File: src/rtl/q_to_fp_pkg.sv
// Shared definitions for the fixed-point to floating-point normaliser and its consumers.
// Q_WIDTH gives the total bit width of a signed Q(I.F) word.
`ifndef Q_WIDTH
`define Q_WIDTH(I, F) ((I) + (F))
`endif

package q_to_fp_pkg;

  localparam int IN_I_DEF  = 8;
  localparam int IN_F_DEF  = 8;
  localparam int MAN_W_DEF = 12;
  localparam int EXP_W_DEF = 6;

  typedef struct packed {
    logic                        sign;
    logic signed [EXP_W_DEF-1:0] exp;
    logic [MAN_W_DEF-1:0]        man;
    logic                        zero;
  } fp_t;

  // Round-to-nearest-even: bump only above half, or at exactly half with an odd LSB.
  function automatic logic rne_inc(input logic guard, input logic sticky, input logic lsb);
    return guard & (sticky | lsb);
  endfunction

endpackage

File: src/rtl/q_lzc.sv
// Combinational leading-zero counter; count_o == W when the input is all zeros.
module q_lzc #(
  parameter int W = 16
) (
  input  logic [W-1:0]           data_i,
  output logic [$clog2(W+1)-1:0] count_o,
  output logic                   all_zero_o
);

  localparam int CW = $clog2(W + 1);

  // Scan upward so the highest set bit is the last one to write the count.
  always_comb begin
    count_o = CW'(W);
    for (int i = 0; i < W; i++) begin
      count_o = data_i[i] ? CW'(W - 1 - i) : count_o;
    end
  end

  assign all_zero_o = ~|data_i;

endmodule

File: src/rtl/q_to_fp.sv
// Two-stage valid/ready normaliser: signed Q(IN_I.IN_F) in, {sign, exp, man, zero} out.
// Stage 1 takes sign/magnitude, stage 2 normalises and rounds to nearest even.
module q_to_fp
  import q_to_fp_pkg::*;
#(
  parameter  int IN_I  = 8,
  parameter  int IN_F  = 8,
  parameter  int MAN_W = 12,
  parameter  int EXP_W = 6,
  localparam int W_IN  = `Q_WIDTH(IN_I, IN_F)
) (
  input  logic                    clock,
  input  logic                    reset_n,
  input  logic                    in_valid,
  output logic                    in_ready,
  input  logic [W_IN-1:0]         in_data,
  output logic                    out_valid,
  input  logic                    out_ready,
  output logic                    out_sign,
  output logic signed [EXP_W-1:0] out_exp,
  output logic [MAN_W-1:0]        out_man,
  output logic                    out_zero
);

  localparam int CNT_W   = $clog2(W_IN + 1);
  localparam int DROP    = W_IN - MAN_W;
  localparam int EXP_MIN = -(2 ** (EXP_W - 1));
  localparam int EXP_MAX = (2 ** (EXP_W - 1)) - 1;

  generate
    if ((-IN_F < EXP_MIN) || ((W_IN - IN_F) > EXP_MAX)) begin : g_exp_w_chk
      $error("q_to_fp: EXP_W=%0d cannot hold exponents in [%0d, %0d]", EXP_W, -IN_F, W_IN - IN_F);
    end
  endgenerate

  logic                    adv1_s;
  logic                    adv2_s;
  logic                    v1_q, v1_d;
  logic                    v2_q, v2_d;
  logic                    s1_sign_q, s1_sign_d;
  logic [W_IN-1:0]         s1_mag_q, s1_mag_d;
  logic                    s2_sign_q, s2_sign_d;
  logic signed [EXP_W-1:0] s2_exp_q, s2_exp_d;
  logic [MAN_W-1:0]        s2_man_q, s2_man_d;
  logic                    s2_zero_q, s2_zero_d;

  logic [CNT_W-1:0]        lzc_s;
  logic                    mag_zero_s;
  logic [W_IN-1:0]         norm_s;
  logic signed [EXP_W-1:0] exp_base_s;
  logic [MAN_W-1:0]        man_trunc_s;
  logic                    guard_s;
  logic                    sticky_s;
  logic                    inc_s;
  logic [MAN_W:0]          man_sum_s;
  logic                    res_sign_s;
  logic signed [EXP_W-1:0] res_exp_s;
  logic [MAN_W-1:0]        res_man_s;
  logic                    res_zero_s;

  // A stage may load when it is empty or its word is leaving this cycle.
  always_comb begin
    adv2_s = !v2_q || out_ready;
    adv1_s = !v1_q || adv2_s;
  end

  assign in_ready = adv1_s;

  always_comb begin
    v1_d      = v1_q;
    s1_sign_d = s1_sign_q;
    s1_mag_d  = s1_mag_q;
    if (adv1_s) begin
      v1_d = in_valid;
      if (in_valid) begin
        s1_sign_d = in_data[W_IN-1];
        s1_mag_d  = in_data[W_IN-1] ? (~in_data + W_IN'(1)) : in_data;
      end else begin
        s1_mag_d = s1_mag_q;
      end
    end else begin
      v1_d = v1_q;
    end
  end

  q_lzc #(.W(W_IN)) u_lzc (
    .data_i     (s1_mag_q),
    .count_o    (lzc_s),
    .all_zero_o (mag_zero_s)
  );

  assign norm_s     = s1_mag_q << lzc_s;
  assign exp_base_s = EXP_W'(W_IN - 1 - IN_F) - EXP_W'(lzc_s);

  generate
    if (DROP <= 0) begin : g_pad
      assign man_trunc_s = MAN_W'(norm_s) << (MAN_W - W_IN);
      assign guard_s     = 1'b0;
      assign sticky_s    = 1'b0;
    end else begin : g_trunc
      assign man_trunc_s = norm_s[W_IN-1 -: MAN_W];
      assign guard_s     = norm_s[DROP-1];
      if (DROP >= 2) begin : g_sticky
        assign sticky_s = |norm_s[DROP-2:0];
      end else begin : g_no_sticky
        assign sticky_s = 1'b0;
      end
    end
  endgenerate

  // Round the truncated mantissa; a carry-out renormalises to 1.0 one binade up.
  always_comb begin
    inc_s     = rne_inc(guard_s, sticky_s, man_trunc_s[0]);
    man_sum_s = {1'b0, man_trunc_s} + {{MAN_W{1'b0}}, inc_s};
    if (mag_zero_s) begin
      res_sign_s = 1'b0;
      res_exp_s  = '0;
      res_man_s  = '0;
      res_zero_s = 1'b1;
    end else if (man_sum_s[MAN_W]) begin
      res_sign_s = s1_sign_q;
      res_exp_s  = exp_base_s + EXP_W'(1);
      res_man_s  = {1'b1, {(MAN_W-1){1'b0}}};
      res_zero_s = 1'b0;
    end else begin
      res_sign_s = s1_sign_q;
      res_exp_s  = exp_base_s;
      res_man_s  = man_sum_s[MAN_W-1:0];
      res_zero_s = 1'b0;
    end
  end

  always_comb begin
    v2_d      = v2_q;
    s2_sign_d = s2_sign_q;
    s2_exp_d  = s2_exp_q;
    s2_man_d  = s2_man_q;
    s2_zero_d = s2_zero_q;
    if (adv2_s) begin
      v2_d = v1_q;
      if (v1_q) begin
        s2_sign_d = res_sign_s;
        s2_exp_d  = res_exp_s;
        s2_man_d  = res_man_s;
        s2_zero_d = res_zero_s;
      end else begin
        s2_man_d = s2_man_q;
      end
    end else begin
      v2_d = v2_q;
    end
  end

  // Pipeline registers; reset drops any in-flight word and clears the outputs.
  always_ff @(posedge clock) begin
    if (!reset_n) begin
      v1_q      <= 1'b0;
      s1_sign_q <= 1'b0;
      s1_mag_q  <= '0;
      v2_q      <= 1'b0;
      s2_sign_q <= 1'b0;
      s2_exp_q  <= '0;
      s2_man_q  <= '0;
      s2_zero_q <= 1'b0;
    end else begin
      v1_q      <= v1_d;
      s1_sign_q <= s1_sign_d;
      s1_mag_q  <= s1_mag_d;
      v2_q      <= v2_d;
      s2_sign_q <= s2_sign_d;
      s2_exp_q  <= s2_exp_d;
      s2_man_q  <= s2_man_d;
      s2_zero_q <= s2_zero_d;
    end
  end

  assign out_valid = v2_q;
  assign out_sign  = s2_sign_q;
  assign out_exp   = s2_exp_q;
  assign out_man   = s2_man_q;
  assign out_zero  = s2_zero_q;

endmodule

File: config.mk
export PLATFORM = sky130hd
export DESIGN_NAME = q_to_fp
export DESIGN_NICKNAME = d
export VERILOG_FILES = /design/src/rtl/q_to_fp_pkg.sv /design/src/rtl/q_lzc.sv /design/src/rtl/q_to_fp.sv
export SDC_FILE = /design/constraint.sdc
export NUM_CORES = 1
export LEC_CHECK = 0
export ABC_CLOCK_PERIOD_IN_PS = 4540
export CAP_MARGIN = 15
export CORE_ASPECT_RATIO = 0.6
export CORE_UTILIZATION = 44
export DETAILED_ROUTE_END_ITERATION = 6
export PLACE_DENSITY = 0.66
export REMOVE_ABC_BUFFERS = 1
export SYNTH_ARGS = -nofsm -noshare
export SYNTH_HDL_FRONTEND = slang
export SYNTH_SLANG_ARGS = --single-unit
File: constraint.sdc
create_clock -name clock -period 4.54 [get_ports clock]
set_input_delay 0.908 -clock clock [delete_from_list [all_inputs] [get_ports clock]]
set_output_delay 0.908 -clock clock [all_outputs]
set_load 0.05 [all_outputs]
==> impl_metrics.json, run 1 <==
{
  "die-area_sq_um": 7811,
  "rows": 23,
  "cts_max_level": 2,
  "portBuffers": 41,
  "p_per_area_nw_per_um2": 348.6,
  "final_cells": 561,
  "grt_max_degree": 26,
  "crit_path_max_fanout": 14,
  "finalPower_mw": 1.351,
  "drive_gt1_frac": 0.08243,
  "num-fill-cells": 678,
  "critPathKind": "reg -> reg",
  "stdcell_area_sq_um": 3875,
  "route.detailed.drc": 0,
  "async_flop_share": 0,
  "arrival_ns": 4.32,
  "maxSlewViolCount": 0,
  "postCtsSetupBuffers": 0,
  "max_cap_viol_count": 0,
  "synth_area_leader_cell": "dfxtp_1",
  "insertion_delay_ns": 0.29,
  "fmax_ghz": 0.2417,
  "start_kind": "flop",
  "placed_area_sq_um": 3741,
  "critPathRequiredTime_ns": 4.72,
  "ys_top_cells_by_area": "dfxtp_1, nand2_1, o21ai_0",
  "critical_path.slowest_cell": "o32ai_1",
  "dp_hpwl_microns": 7509,
  "fin_crit_sh": 0.9113,
  "dp.cells": 555,
  "cts_hold_buf": 0,
  "setup_violations": 0,
  "grt_pass1_wl_microns": 15950,
  "cts_sinks": 39,
  "grt_overflow": 0,
  "fin_skew_ns": 0.006848,
  "crit_chain": "or4_4, nor3_4, a21o_4, inv_2, mux2i_1, o32ai_1, a211oi_2, nor4_2, nand2_2, a32oi_1, nor2b_1",
  "leakagePower_nw": 1.438,
  "synth_common_cells": "nand2_1, dfxtp_1, o21ai_0",
  "synth_cells": 436,
  "ys_seq_area_frac": 0.2382,
  "final_util": 0.5587,
  "coreArea_sq_um": 6935,
  "synth_top_cell_area_share": 0.2382,
  "seq_area_sq_um": 780.7,
  "via_count": 3465,
  "initial_core_util": 0.4727,
  "die_h_microns": 68.86,
  "firstDrtPassIters": 5,
  "multiInputGateArea_sq_um": 2291,
  "wl_per_cell_microns": 17.38,
  "via_per_inst": 6.176,
  "crit_path_end_kind": "flop",
  "final_hold_viol_count": 0,
  "ys_seq_elements": 39,
  "cts_buffers": 5,
  "setup_tns_ns": 0,
  "clk_pin_slew_ns": 0.05,
  "io-pin-count": 42,
  "relSlewSlack": 0.4436,
  "grt_pass1_vias": 3094,
  "hp-class": "reg -> reg",
  "synth-edff-count": 0,
  "cts_tree": "built",
  "synth_cell_types": 70,
  "clk_path_buf_depth": 2,
  "diodes": 0,
  "area_growth_pct": 18.21,
  "rsz0062_at_grt": "no",
  "gp_congestion": 0.9655,
  "grtUsageTotal": 0.2698,
  "layout_setup_ws_ns": 0.4025,
  "synth_warnings": 0,
  "worst_slew_pin_slew_ns": 0.8346,
  "die_w_microns": 113.4,
  "root_buffer": "clkbuf_16",
  "yosysMostFrequentCell": "nand2_1",
  "nets": 487,
  "cts_resized": 0,
  "dpl_worst_slack_ns": 0.5002,
  "drt_iter0_drc": 375,
  "status": "finished clean",
  "fin_hold_ws_ns": 0.4440,
  "layout_min_cycle_time_ns": 4.137,
  "wl_microns": 9749,
  "synth_top_flop_cell": "dfxtp_1",
  "slowest_delay_ns": 0.66,
  "antenna_found_initial": 0,
  "ir_drop_v": 0.0001410,
  "postRouteAntennaNets": 0,
  "syn_area_sq_um": 3278,
  "syn_area_per_cell_sq_um": 7.519
}
routing by layer:
metal,vias to the layer above,share of wire,track usage
li1,1675,-,-
met1,1614,0.51,0.3877
met2,166,0.36,0.3581
met3,10,0.12,0.1058
met4,0,0.011,0.08717
met5,-,0,0
logic make-up after synthesis:
| family | Yosys count | share of synthesized area |
|---|---|---|
| muxes | 2 | 0.006107 |
| buffers and inverters | 50 | 0.06450 |
| and+or+nand+nor | 162 | 0.2592 |
| AOI/OAI and AO/OA | 155 | 0.3515 |
| xor gates and xnor gates | 23 | 0.06145 |
| adders and majority gates | 5 | 0.01908 |
| DFF | 39 | 0.2382 |
critical path: cells and delay by family, from the launching register on:
family                 cells  cell delay (ns)
AO/OA/AOI/OAI              4             1.40
buffers and inverters      1             0.14
flip-flops                 1             0.45
multiplexers               1             0.28
AND/OR/NAND/NOR            5             1.74
cells in the final DEF, fill, tap and decap left out, types with 8 or more instances in the layout:
cell type        netlist  layout
a21boi_0               9       9
a21oi_1               27      27
and2_1                 9       9
buf_4                  1       9
clkdlybuf4s50_1        0      41
dfxtp_1               39      39
inv_1                 17      17
nand2_1               62      62
nand3_1               11      11
nor2_1                19      19
nor3_1                16      16
o211a_1               12      12
o211ai_1               8       8
o21ai_0               32      32
xnor2_1               12      12
xor2_1                11      11
power by group:
part | internal [mW] | switching (mW) | total (mW)
clock | 0.197 | 0.134 | 0.331
combinational | 0.224 | 0.393 | 0.618
sequential | 0.368 | 0.0334 | 0.402
final cells by class:
cell class              count  area share
inverters                  19     0.01840
flip-flops and latches     39      0.2015
repair buffers             50      0.1233
clock buffers               6     0.03326
multi-input cells         347      0.5912
well taps                 100     0.03229
registers in the layout, summed over array words and instances (netlist names):
signal,cells
out_man,12
s1_sign_q,1
out_sign,1
v1_q,1
out_valid,1
out_zero,1
out_exp,6
s1_mag_q,16
worst paths after layout:
check                                 start                       to  slack, ns  cells after the start
hold / removal      out_exp[1]$_SDFFE_PN0P_  out_exp[1]$_SDFFE_PN0P_       0.44                      2
setup / recovery  s1_mag_q[10]$_SDFFE_PN0P_  out_man[1]$_SDFFE_PN0P_       0.40                     11
setup reg to reg  s1_mag_q[10]$_SDFFE_PN0P_  out_man[1]$_SDFFE_PN0P_       0.40                     11
hold reg to reg     out_exp[1]$_SDFFE_PN0P_  out_exp[1]$_SDFFE_PN0P_       0.44                      2
No activity file was read; power rests on OpenSTA's default activity.
==> run 2, diff against run 1 <==
--- a/config.mk
+++ b/config.mk
@@ -12,6 +12,7 @@
 export DETAILED_ROUTE_END_ITERATION = 6
 export PLACE_DENSITY = 0.66
 export REMOVE_ABC_BUFFERS = 1
+export SETUP_SLACK_MARGIN = 0.3
 export SYNTH_ARGS = -nofsm -noshare
 export SYNTH_HDL_FRONTEND = slang
 export SYNTH_SLANG_ARGS = --single-unit
==> run 2 against run 1 <==
Compared with the run above:
- clock-buffer cell count unchanged
- highest routed layer unchanged
- maximum frequency up 5.2%
- register-to-register slack better by 0.21 ns
- critical path type unchanged
- final area is 1.2% higher
- critical path depth unchanged
- utilization is 0.65 points higher
- global-route usage unchanged
==> impl_metrics.json, run 2 (same netlist as run 1, synthesis figures left out) <==
{
  "status": "finished clean",
  "diodes": 0,
  "area_growth_pct": 19.58,
  "relSlewSlack": 0.4460,
  "final_util": 0.5652,
  "drive_gt1_frac": 0.1034,
  "grtUsageTotal": 0.2698,
  "cts_max_level": 2,
  "reg2reg_slack_ns": 0.61,
  "dp_hpwl_microns": 7509,
  "cts_sinks": 39,
  "final_hold_viol_count": 0,
  "wl_per_cell_microns": 17.34,
  "wl_microns": 9781,
  "slowest_delay_ns": 0.60,
  "p_per_area_nw_per_um2": 347.7,
  "cts_hold_buf": 0,
  "grt_max_degree": 26,
  "layout_min_cycle_time_ns": 3.932,
  "die-area_sq_um": 7811,
  "die_w_microns": 113.4,
  "critical_path.slowest_cell": "or4_4",
  "insertion_delay_ns": 0.29,
  "rsz0062_at_grt": "no",
  "root_buffer": "clkbuf_16",
  "clk_path_buf_depth": 2,
  "route.detailed.drc": 0,
  "antenna_found_initial": 0,
  "rows": 23,
  "dpl_worst_slack_ns": 0.5002,
  "largest_reg_flops": 16,
  "via_per_inst": 6.250,
  "fin_skew_ns": 0.005514,
  "start_kind": "flop",
  "fmax_ghz": 0.2543,
  "gp_congestion": 0.9655,
  "nets": 490,
  "setup_violations": 0,
  "io-pin-count": 42,
  "layout_setup_ws_ns": 0.6081,
  "crit_chain": "or4_4, nor3_4, a21o_4, inv_2, mux2i_2, o32ai_1, a211oi_2, nor4_2, nand2_2, a32oi_1, nor2b_1",
  "drt_iter0_drc": 417,
  "die_h_microns": 68.86,
  "cts_buffers": 5,
  "final_cell_mix": "nand2_1, clkdlybuf4s50_1, dfxtp_1, o21ai_0, a21oi_1",
  "cts_tree": "built",
  "cp.buffers_inverters": 1,
  "clk_pin_slew_ns": 0.05,
  "critPathTopFamily": "simple AND/OR/NAND/NOR gates",
  "maxSlewViolCount": 0,
  "grt_pass1_vias": 3094,
  "fin_crit_sh": 0.8661,
  "fin_hold_ws_ns": 0.4440,
  "ir_drop_v": 0.0001413,
  "holdPathStages": 2,
  "postRouteAntennaNets": 0,
  "critPathKind": "reg -> reg",
  "leakagePower_nw": 1.466,
  "worst_slew_pin_slew_ns": 0.8310,
  "critPathRequiredTime_ns": 4.72,
  "initial_core_util": 0.4727,
  "arrival_ns": 4.11,
  "r2r-end": "out_man[1]$_SDFFE_PN0P_",
  "crit_path_end_kind": "flop",
  "final_common_cell": "nand2_1",
  "firstDrtPassIters": 5,
  "grt_overflow": 0,
  "max_cap_viol_count": 0,
  "hp-class": "reg -> reg",
  "coreArea_sq_um": 6935,
  "grt_pass1_wl_microns": 15950,
  "setup_tns_ns": 0,
  "r2r-start": "s1_mag_q[11]$_SDFFE_PN0P_",
  "min-delay-start": "out_exp[1]$_SDFFE_PN0P_",
  "min_to": "out_exp[1]$_SDFFE_PN0P_",
  "portBuffers": 41,
  "top_register": "s1_mag_q",
  "via_count": 3525,
  "crit_path_max_fanout": 11,
  "reg2reg_depth": 11
}
-- run 2: cell types whose count changed in the layout (fill, tap and decap cells not counted), sizes merged --
cell and delta:
buf +3
-- run 2: layer usage --
layer / part of all wire / wire length, microns / up-vias / global-route usage
met5: 0 / 0 / - / 0
met4: 0.014 / 138 / 0 / 0.08717
met3: 0.13 / 1257 / 18 / 0.1058
met2: 0.36 / 3533 / 199 / 0.3581
met1: 0.50 / 4852 / 1623 / 0.3877
li1: - / - / 1685 / -
-- run 2: tightest hold or removal path, cell delays in order, from the launching register on --
cell,delay [ns]
dfxtp_1,0.30
nand2_1,0.05
o21ai_1,0.05
-- run 2: cell type report --
| type | instances | area, sq um |
|---|---|---|
| Clock buffer | 6 | 128.9 |
| Sequential cell | 39 | 783.3 |
| Tap cell | 100 | 125.1 |
| Timing Repair Buffer | 53 | 500.5 |
| Inverter | 19 | 71.32 |
| Fill cell | 669 | 3015 |
| Multi-Input combinational cell | 347 | 2311 |
-- run 2: where the power goes --
group / leakage, nW / total, mW / switching, mW / internal (mW)
logic: 1.08 / 0.630 / 0.399 / 0.231
registers: 0.321 / 0.403 / 0.0342 / 0.369
clock network: 0.0628 / 0.331 / 0.133 / 0.197
-- run 2: worst max-delay path by stage --
stage                              startpoint  cells past startpoint  slack [ns]                      end
CTS                 s1_mag_q[10]$_SDFFE_PN0P_                     14        0.48  out_man[1]$_SDFFE_PN0P_
finish              s1_mag_q[11]$_SDFFE_PN0P_                     11        0.61  out_man[1]$_SDFFE_PN0P_
global placement    s1_mag_q[10]$_SDFFE_PN0P_                     14        0.54  out_man[1]$_SDFFE_PN0P_
detailed placement  s1_mag_q[10]$_SDFFE_PN0P_                     14        0.50  out_man[1]$_SDFFE_PN0P_
global route         s1_mag_q[9]$_SDFFE_PN0P_                     15        0.30  out_man[1]$_SDFFE_PN0P_
floorplan           s1_mag_q[13]$_SDFFE_PN0P_                     13        0.69  out_exp[5]$_SDFFE_PN0P_
-- run 2: repair_timing --
action / in CTS / in global routing
resized for setup: 0 / 8
endpoints found under the setup margin: 0 / 14
buffers inserted: 0 / 3
-- run 2: through the flow --
stage / power [mW] / cells / instance area [sq um]
floorplan: 0.8234 / 405 / 3138
global placement: 1.014 / 555 / 3741
detailed placement: 1.006 / 555 / 3741
CTS: 1.343 / 561 / 3870
global route: 1.446 / 564 / 3920
finish: 1.363 / 564 / 3920
